[src/rtl/cdb_pkg.sv]
// Shared constants and the default-width entry layout for the common data bus.
// entry_width() keeps parametrised instances consistent with the field order below.
package cdb_pkg;
  localparam int CDB_WADDR_W = 3;
  localparam int CDB_INSTR_W = 32;
  localparam int CDB_DST_W   = 5;

  localparam int DEF_LANES  = 8;
  localparam int DEF_LANE_W = 32;
  localparam int DEF_WARP_W = 3;
  localparam int DEF_SCB_W  = 2;

  typedef struct packed {
    logic                             regwrite;
    logic                             clear;
    logic [DEF_WARP_W-1:0]            warp;
    logic [CDB_WADDR_W-1:0]           waddr;
    logic [DEF_LANES*DEF_LANE_W-1:0]  data;
    logic [CDB_INSTR_W-1:0]           instr;
    logic [DEF_LANES-1:0]             mask;
    logic [DEF_SCB_W-1:0]             scbid;
  } cdb_entry_t;

  function automatic int entry_width(int lanes, int lane_w, int warp_w, int scb_w);
    return 2 + warp_w + CDB_WADDR_W + lanes * lane_w + CDB_INSTR_W + lanes + scb_w;
  endfunction
endpackage

[src/rtl/cdb_arbiter_if.sv]
// Producer-facing queues plus the registered broadcast port of the common data bus.
interface cdb_arbiter_if #(
  parameter int NUM_SRC = 2,
  parameter int LANES   = 8,
  parameter int LANE_W  = 32,
  parameter int WARP_W  = 3,
  parameter int SCB_W   = 2
);
  logic [NUM_SRC-1:0]              src_valid;
  logic [NUM_SRC-1:0]              src_ready;
  logic [NUM_SRC-1:0]              src_regwrite;
  logic [NUM_SRC-1:0]              src_clear;
  logic [NUM_SRC*WARP_W-1:0]       src_warp;
  logic [NUM_SRC*5-1:0]            src_dst;
  logic [NUM_SRC*LANES*LANE_W-1:0] src_data;
  logic [NUM_SRC*32-1:0]           src_instr;
  logic [NUM_SRC*LANES-1:0]        src_mask;
  logic [NUM_SRC*SCB_W-1:0]        src_scbid;
  logic [NUM_SRC-1:0]              src_grant;

  logic                            cdb_valid;
  logic                            cdb_regwrite;
  logic [WARP_W-1:0]               cdb_warp;
  logic [2:0]                      cdb_waddr;
  logic [LANES*LANE_W-1:0]         cdb_data;
  logic [31:0]                     cdb_instr;
  logic [LANES-1:0]                cdb_mask;
  logic                            cdb_clear_valid;
  logic [SCB_W-1:0]                cdb_clear_scbid;

  modport master (
    output src_valid, src_regwrite, src_clear, src_warp, src_dst, src_data,
           src_instr, src_mask, src_scbid,
    input  src_ready, src_grant, cdb_valid, cdb_regwrite, cdb_warp, cdb_waddr,
           cdb_data, cdb_instr, cdb_mask, cdb_clear_valid, cdb_clear_scbid
  );

  modport slave (
    input  src_valid, src_regwrite, src_clear, src_warp, src_dst, src_data,
           src_instr, src_mask, src_scbid,
    output src_ready, src_grant, cdb_valid, cdb_regwrite, cdb_warp, cdb_waddr,
           cdb_data, cdb_instr, cdb_mask, cdb_clear_valid, cdb_clear_scbid
  );
endinterface

[src/rtl/cdb_src_fifo.sv]
// Per-source entry queue, DEPTH deep; head is readable the cycle after the first push.
// full/empty come straight from the registered count; push when full and pop when empty are ignored.
module cdb_src_fifo #(
  parameter int DEPTH = 2,
  parameter int W     = 8
) (
  input  logic         clk,
  input  logic         rst,
  input  logic         push,
  input  logic [W-1:0] push_data,
  input  logic         pop,
  output logic         full,
  output logic         empty,
  output logic [W-1:0] head
);
  localparam int AW = $clog2(DEPTH);

  logic [W-1:0]  mem [DEPTH];
  logic [AW-1:0] wr_ptr;
  logic [AW-1:0] rd_ptr;
  logic [AW:0]   count;
  logic          do_push;
  logic          do_pop;

  assign full    = (count == (AW+1)'(DEPTH));
  assign empty   = (count == '0);
  assign do_push = push & ~full;
  assign do_pop  = pop & ~empty;
  assign head    = mem[rd_ptr];

  always_ff @(posedge clk) begin
    if (rst) begin
      wr_ptr <= '0;
      rd_ptr <= '0;
      count  <= '0;
    end else begin
      if (do_push) wr_ptr <= wr_ptr + AW'(1);
      if (do_pop)  rd_ptr <= rd_ptr + AW'(1);
      case ({do_push, do_pop})
        2'b10:   count <= count + (AW+1)'(1);
        2'b01:   count <= count - (AW+1)'(1);
        default: count <= count;
      endcase
    end
  end

  always_ff @(posedge clk) begin
    if (do_push) mem[wr_ptr] <= push_data;
  end
endmodule

[src/rtl/cdb_arbiter.sv]
// Round-robin common data bus: per-source queues, one registered broadcast per cycle, 2-cycle min latency.
// src_ready is the registered not-full of each queue; the broadcast side has no backpressure.
module cdb_arbiter
  import cdb_pkg::*;
#(
  parameter int NUM_SRC = 2,
  parameter int DEPTH   = 2,
  parameter int LANES   = 8,
  parameter int LANE_W  = 32,
  parameter int WARP_W  = 3,
  parameter int SCB_W   = 2
) (
  input  logic          clk,
  input  logic          rst,
  cdb_arbiter_if.slave  bus
);
  localparam int DATA_W = LANES * LANE_W;
  localparam int PTR_W  = $clog2(NUM_SRC);
  localparam int EW     = entry_width(LANES, LANE_W, WARP_W, SCB_W);

  typedef struct packed {
    logic                   regwrite;
    logic                   clear;
    logic [WARP_W-1:0]      warp;
    logic [CDB_WADDR_W-1:0] waddr;
    logic [DATA_W-1:0]      data;
    logic [CDB_INSTR_W-1:0] instr;
    logic [LANES-1:0]       mask;
    logic [SCB_W-1:0]       scbid;
  } entry_t;

  entry_t               push_entry [NUM_SRC];
  entry_t               head       [NUM_SRC];
  logic [NUM_SRC-1:0]   full;
  logic [NUM_SRC-1:0]   empty;
  logic [NUM_SRC-1:0]   push;
  logic [NUM_SRC-1:0]   req;
  logic [NUM_SRC-1:0]   grant;
  logic [2*NUM_SRC-1:0] req2;
  logic [2*NUM_SRC-1:0] rot2;
  logic [PTR_W:0]       offset;
  logic [PTR_W:0]       idx_sum;
  logic [PTR_W-1:0]     grant_idx;
  logic [PTR_W-1:0]     rr_ptr;
  logic [PTR_W-1:0]     rr_nxt;
  logic                 grant_any;
  entry_t               out_q;
  logic                 out_vld;

  for (genvar gi = 0; gi < NUM_SRC; gi++) begin : g_src
    logic [1:0] unused_dst_hi;

    assign unused_dst_hi  = bus.src_dst[gi*5+3 +: 2];
    assign push_entry[gi] = '{
      regwrite: bus.src_regwrite[gi],
      clear:    bus.src_clear[gi],
      warp:     bus.src_warp[gi*WARP_W +: WARP_W],
      waddr:    bus.src_dst[gi*5 +: CDB_WADDR_W],
      data:     bus.src_data[gi*DATA_W +: DATA_W],
      instr:    bus.src_instr[gi*CDB_INSTR_W +: CDB_INSTR_W],
      mask:     bus.src_mask[gi*LANES +: LANES],
      scbid:    bus.src_scbid[gi*SCB_W +: SCB_W]
    };
    // Entries with neither flag set carry no work, so they are accepted and discarded.
    assign push[gi] = bus.src_valid[gi] & bus.src_ready[gi] &
                      (bus.src_regwrite[gi] | bus.src_clear[gi]);
    assign bus.src_ready[gi] = ~full[gi] & ~rst;

    cdb_src_fifo #(.DEPTH(DEPTH), .W(EW)) u_fifo (
      .clk       (clk),
      .rst       (rst),
      .push      (push[gi]),
      .push_data (push_entry[gi]),
      .pop       (grant[gi]),
      .full      (full[gi]),
      .empty     (empty[gi]),
      .head      (head[gi])
    );
  end

  assign req  = ~empty & {NUM_SRC{~rst}};
  assign req2 = {req, req};
  assign rot2 = req2 >> rr_ptr;

  // Rotating the doubled request vector puts rr_ptr at bit 0; the lowest set bit is the winner.
  always_comb begin
    grant_any = 1'b0;
    offset    = '0;
    for (int k = NUM_SRC - 1; k >= 0; k--) begin
      if (rot2[k]) begin
        grant_any = 1'b1;
        offset    = (PTR_W+1)'(k);
      end
    end
    idx_sum = {1'b0, rr_ptr} + offset;
    if (idx_sum >= (PTR_W+1)'(NUM_SRC)) idx_sum = idx_sum - (PTR_W+1)'(NUM_SRC);
    grant_idx = idx_sum[PTR_W-1:0];
    rr_nxt    = (grant_idx == PTR_W'(NUM_SRC - 1)) ? '0 : grant_idx + PTR_W'(1);
    grant     = '0;
    if (grant_any) grant[grant_idx] = 1'b1;
  end

  always_ff @(posedge clk) begin
    if (rst) begin
      rr_ptr  <= '0;
      out_vld <= 1'b0;
      out_q   <= '0;
    end else begin
      out_vld <= grant_any;
      if (grant_any) begin
        out_q  <= head[grant_idx];
        rr_ptr <= rr_nxt;
      end
    end
  end

  assign bus.src_grant       = grant;
  assign bus.cdb_valid       = out_vld;
  assign bus.cdb_regwrite    = out_vld & out_q.regwrite;
  assign bus.cdb_warp        = out_q.warp;
  assign bus.cdb_waddr       = out_q.waddr;
  assign bus.cdb_data        = out_q.data;
  assign bus.cdb_instr       = out_q.instr;
  assign bus.cdb_mask        = out_q.mask;
  assign bus.cdb_clear_valid = out_vld & out_q.clear;
  assign bus.cdb_clear_scbid = out_q.scbid;
endmodule
[src/flat_wrapper.sv]
// flat-port wrapper written by rule: the top's interface ports become plain ports
module cdb_arbiter_flat import cdb_pkg::*;
#(
  parameter int NUM_SRC = 2,
  parameter int DEPTH   = 2,
  parameter int LANES   = 8,
  parameter int LANE_W  = 32,
  parameter int WARP_W  = 3,
  parameter int SCB_W   = 2
)
  (clk, rst, bus_src_valid, bus_src_regwrite, bus_src_clear, bus_src_warp, bus_src_dst, bus_src_data, bus_src_instr, bus_src_mask, bus_src_scbid, bus_src_ready, bus_src_grant, bus_cdb_valid, bus_cdb_regwrite, bus_cdb_warp, bus_cdb_waddr, bus_cdb_data, bus_cdb_instr, bus_cdb_mask, bus_cdb_clear_valid, bus_cdb_clear_scbid);
  cdb_arbiter_if #(.NUM_SRC(NUM_SRC), .LANES(LANES), .LANE_W(LANE_W), .WARP_W(WARP_W), .SCB_W(SCB_W)) bus_i ();
  input  logic clk;
  input  logic rst;
  input wire logic [$bits(bus_i.src_valid)-1:0] bus_src_valid;
  input wire logic [$bits(bus_i.src_regwrite)-1:0] bus_src_regwrite;
  input wire logic [$bits(bus_i.src_clear)-1:0] bus_src_clear;
  input wire logic [$bits(bus_i.src_warp)-1:0] bus_src_warp;
  input wire logic [$bits(bus_i.src_dst)-1:0] bus_src_dst;
  input wire logic [$bits(bus_i.src_data)-1:0] bus_src_data;
  input wire logic [$bits(bus_i.src_instr)-1:0] bus_src_instr;
  input wire logic [$bits(bus_i.src_mask)-1:0] bus_src_mask;
  input wire logic [$bits(bus_i.src_scbid)-1:0] bus_src_scbid;
  output wire logic [$bits(bus_i.src_ready)-1:0] bus_src_ready;
  output wire logic [$bits(bus_i.src_grant)-1:0] bus_src_grant;
  output wire logic [$bits(bus_i.cdb_valid)-1:0] bus_cdb_valid;
  output wire logic [$bits(bus_i.cdb_regwrite)-1:0] bus_cdb_regwrite;
  output wire logic [$bits(bus_i.cdb_warp)-1:0] bus_cdb_warp;
  output wire logic [$bits(bus_i.cdb_waddr)-1:0] bus_cdb_waddr;
  output wire logic [$bits(bus_i.cdb_data)-1:0] bus_cdb_data;
  output wire logic [$bits(bus_i.cdb_instr)-1:0] bus_cdb_instr;
  output wire logic [$bits(bus_i.cdb_mask)-1:0] bus_cdb_mask;
  output wire logic [$bits(bus_i.cdb_clear_valid)-1:0] bus_cdb_clear_valid;
  output wire logic [$bits(bus_i.cdb_clear_scbid)-1:0] bus_cdb_clear_scbid;
  assign bus_i.src_valid = bus_src_valid;
  assign bus_i.src_regwrite = bus_src_regwrite;
  assign bus_i.src_clear = bus_src_clear;
  assign bus_i.src_warp = bus_src_warp;
  assign bus_i.src_dst = bus_src_dst;
  assign bus_i.src_data = bus_src_data;
  assign bus_i.src_instr = bus_src_instr;
  assign bus_i.src_mask = bus_src_mask;
  assign bus_i.src_scbid = bus_src_scbid;
  assign bus_src_ready = bus_i.src_ready;
  assign bus_src_grant = bus_i.src_grant;
  assign bus_cdb_valid = bus_i.cdb_valid;
  assign bus_cdb_regwrite = bus_i.cdb_regwrite;
  assign bus_cdb_warp = bus_i.cdb_warp;
  assign bus_cdb_waddr = bus_i.cdb_waddr;
  assign bus_cdb_data = bus_i.cdb_data;
  assign bus_cdb_instr = bus_i.cdb_instr;
  assign bus_cdb_mask = bus_i.cdb_mask;
  assign bus_cdb_clear_valid = bus_i.cdb_clear_valid;
  assign bus_cdb_clear_scbid = bus_i.cdb_clear_scbid;
  cdb_arbiter #(.NUM_SRC(NUM_SRC), .DEPTH(DEPTH), .LANES(LANES), .LANE_W(LANE_W), .WARP_W(WARP_W), .SCB_W(SCB_W)) u_core (.clk(clk), .rst(rst), .bus(bus_i));
endmodule
[config.mk]
export PLATFORM = sky130hd
export DESIGN_NAME = cdb_arbiter_flat
export DESIGN_NICKNAME = d
export VERILOG_FILES = /design/src/rtl/cdb_pkg.sv /design/src/rtl/cdb_arbiter_if.sv /design/src/rtl/cdb_src_fifo.sv /design/src/rtl/cdb_arbiter.sv /design/src/flat_wrapper.sv
export SDC_FILE = /design/constraint.sdc
export NUM_CORES = 2
export LEC_CHECK = 0
export ABC_AREA = 0
export BUFFER_PORTS_ARGS = -buffer_cell sky130_fd_sc_hd__clkbuf_2
export CORE_ASPECT_RATIO = 1.1
export CORE_MARGIN = 2
export CORE_UTILIZATION = 40
export DETAILED_ROUTE_END_ITERATION = 6
export PLACE_DENSITY = 0.62
export RECOVER_POWER = 25
export SYNTH_ARGS = -nofsm -noshare
export SYNTH_HDL_FRONTEND = slang
export SYNTH_SLANG_ARGS = --single-unit
[constraint.sdc]
create_clock -name clk -period 16.7 [get_ports clk]
set_input_delay 3.34 -clock clk [delete_from_list [all_inputs] [get_ports clk]]
set_output_delay 3.34 -clock clk [all_outputs]
set_load 0.01 [all_outputs]
==> impl_metrics.toml <==
[drt]
wl_per_cell_um = 25.0
vias = 31600
drt-pass1-iter-count = 6
viasPerCell = 5.24
drt_iter0_markers = 2512
drc = 0
wl_um = 151000
ant_nets = 0

[synthesis]
ys_top_cells_by_area = "edfxtp_1 64%, dfxtp_1 11%, mux2i_1 11%"
syn-cell-area_mm2 = 0.0578
avgSynthCellArea_um2 = 17.3
yosysUniqueCellTypes = 30
netlist.area_leader.share_pct = 63.6
synth_seq_area_share_pct = 74.6
syn-num-nets = 3958
ys_warn_count = 0
synth_top_area_cell = "edfxtp_1"
syn_inst = 3336
ys_seq_elements = 1542

[power]
ir_drop_mv = 0.185
p_leak_nw = 22.3
p_per_area_mw_per_mm2 = 161

[placed_design]
gp_congestion = 0.805
dpl-instance-area_mm2 = 0.0620
io_buffers = 926
place_ws_ns = 8.32
dpl.hpwl_um = 92500

[clock_tree]
clkSinkCount = 1542
ctsHoldBuffers = 0
cts_buffers = 155
cts_resized = 0
cts_htree_levels = 4
path_clk_slew_ns = 0.06
root_buffer = "clkbuf_16"
post-cts-setup-buffers = 0
clock_latency_ns = 0.77
clk_path_buf_depth = 3
cts_tree = "done"

[global_route]
grt_pass1_wl_um = 215000
gr-usage-met2_pct = 32.2
grt_antenna_before_repair = 58
grtUsageMet1_pct = 24.2
grt-busiest-layer = "met2"
grt_overflow = 0
met3_usage_pct = 7.23
grt_max_degree = 134
grt_pass1_vias = 32000
grt_usage_pct = 19.6

[floorplan]
die_h_um = 403
start_util_pct = 40.2
die-width_um = 367
coreArea_mm2 = 0.144
rows = 146
die_area_mm2 = 0.148
pin_count = 931

[setup_path]
criticalPathCategory = "input port to output pin"
r2r_start = "u_core.g_src[1].u_fifo.count[0]"
reg2reg_to = "u_core.g_src[1].u_fifo.mem[1][192]"
crit_path_end_kind = "output pin"
crit_fanout = 58
start_kind = "input port"
rr_worst_depth = 6
r2r_slack_ns = 12.29
required_ns = 13.36
worstPathArrival_ns = 5.00

[cells_and_area]
final_cell_mix = "1,224 x edfxtp_1, 689 x clkbuf_2, 612 x mux2i_1"
drive_gt1_share_pct = 26.0
nets = 4572
syn_to_final_growth_pct = 15.3
stdcell_area_mm2 = 0.0667
final_common_cell = "edfxtp_1"

[hold_path]
hp-start = "u_core.bus.cdb_data[179]"
worstHoldPathCells = 2
hold-path-endpoint = "u_core.bus.cdb_data[179]"
hp-class = "flop to flop"

[sta]
fmax_mhz = 120
post-route-period-util_pct = 49.9
slew_headroom_pct = 24.8
worstMarginPinSlew_ns = 1.13
finClkSkew_ns = 0.0242
setup_ws_ns = 8.36
finalMaxSlewViolations = 0
rsz0062_at_grt = "false"
setup-tns-final_ns = 0
hold_viol_final = 0
fin_crit_ns = 8.34
setup_viol = 0

[job]
cap_violations = 0

[run_status]
outcome = "complete, no violations"
[cells by family (layout without fill, tap and decap cells)]
family,after synthesis,after routing,synth area share [%]
flip-flops,1542,1542,74.6
multiplexers,612,612,10.6
buffers and inverters,521,1269,5.94
AND/OR/NAND/NOR,328,328,2.86
AO/OA/AOI/OAI,327,327,5.93
XOR/XNOR,4,4,0.0606
adder cells (fa/ha/maj),2,2,0.0433
other,0,22,0
[where the power goes]
| part | total [mW] | leakage [nW] | internal (mW) | switching [mW] |
|---|---|---|---|---|
| registers | 4.93 | 13.8 | 4.66 | 0.268 |
| clock network | 3.36 | 2.41 | 1.91 | 1.45 |
| logic | 2.48 | 6.13 | 0.856 | 1.62 |
| total | 10.8 | 22.3 | 7.42 | 3.34 |
[through the flow]
stage / cells / hold slack, ns / utilization, % / power (mW)
CTS: 6008 / 0.486 / 46.5 / 10.9
finish: 6030 / 0.486 / 46.4 / 10.8
global route: 6024 / 0.506 / 46.4 / 11.2
detailed placement: 5717 / 0.470 / 43.1 / 7.51
floorplan: 3336 / 0.445 / - / 6.92
global placement: 5717 / 0.463 / 43.1 / 7.47
[final cells by class]
class	count	area, µm²
Fill cell	12500	77100
Sequential cell	1542	43100
Multi-Input combinational cell	1273	11300
Timing Repair Buffer	969	4770
Clock buffer	228	4380
Tap cell	1924	2410
Clock inverter	63	578
Inverter	9	56.3
Antenna cell	22	55.1
[how the worst max path moves through the flow]
stage               depth (start not counted)  slack (ns)                                to  startpoint
detailed placement                          5        8.32                  bus_src_grant[0]         rst
finish                                      5        8.36                  bus_src_grant[0]         rst
CTS                                         5        8.33                  bus_src_grant[0]         rst
floorplan                                   3        4.32  u_core.g_src[0].u_fifo.mem[1][0]         rst
global route                                5        8.24                  bus_src_grant[0]         rst
global placement                            5        8.29                  bus_src_grant[0]         rst
[state kept, by name, summed over array words and instances, names as in the netlist, named ones only]
register                    flops
u_core.g_src.u_fifo.mem      1224
u_core.bus.cdb_data           256
u_core.bus.cdb_instr           32
u_core.bus.cdb_mask             8
u_core.g_src.u_fifo.count       4
u_core.bus.cdb_waddr            3
u_core.bus.cdb_warp             3
u_core.bus.cdb_clear_scbid      2
u_core.g_src.u_fifo.rd_ptr      2
u_core.g_src.u_fifo.wr_ptr      2
u_core.out_q                    2
u_core.bus.cdb_valid            1
u_core.rr_ptr                   1
[per-layer routing]
| metal | vias up | share of wire [%] |
|---|---|---|
| met5 | - | 0.26 |
| met4 | 60 | 2.2 |
| met3 | 254 | 9.4 |
| met2 | 1236 | 49 |
| met1 | 15900 | 39 |
| li1 | 14100 | - |
[critical path, cell delays in order]
cell and delay (ns):
clkbuf_2 0.41, o21bai_1 0.22, or2_4 0.75, inv_1 0.09
clkbuf_2 0.16
[synth_stat cells]
master	number
nand3_1	306
xnor2_1	2
inv_1	8
a21oi_1	8
buf_2	66
buf_6	26
mux2i_1	612
ha_1	2
o21a_1	1
o221ai_2	100
and2_1	2
or4_1	2
or3_1	6
nor2_1	7
dfxtp_1	318
inv_2	1
o221ai_1	206
o31ai_1	2
o21bai_1	2
nor2b_1	2
a31o_2	1
o21ai_0	6
nor4_1	1
xor2_1	2
buf_4	320
buf_1	3
edfxtp_1	1224
o21ba_1	1
or2_1	2
clkbuf_1	97
(Power assumes the default switching activity.)
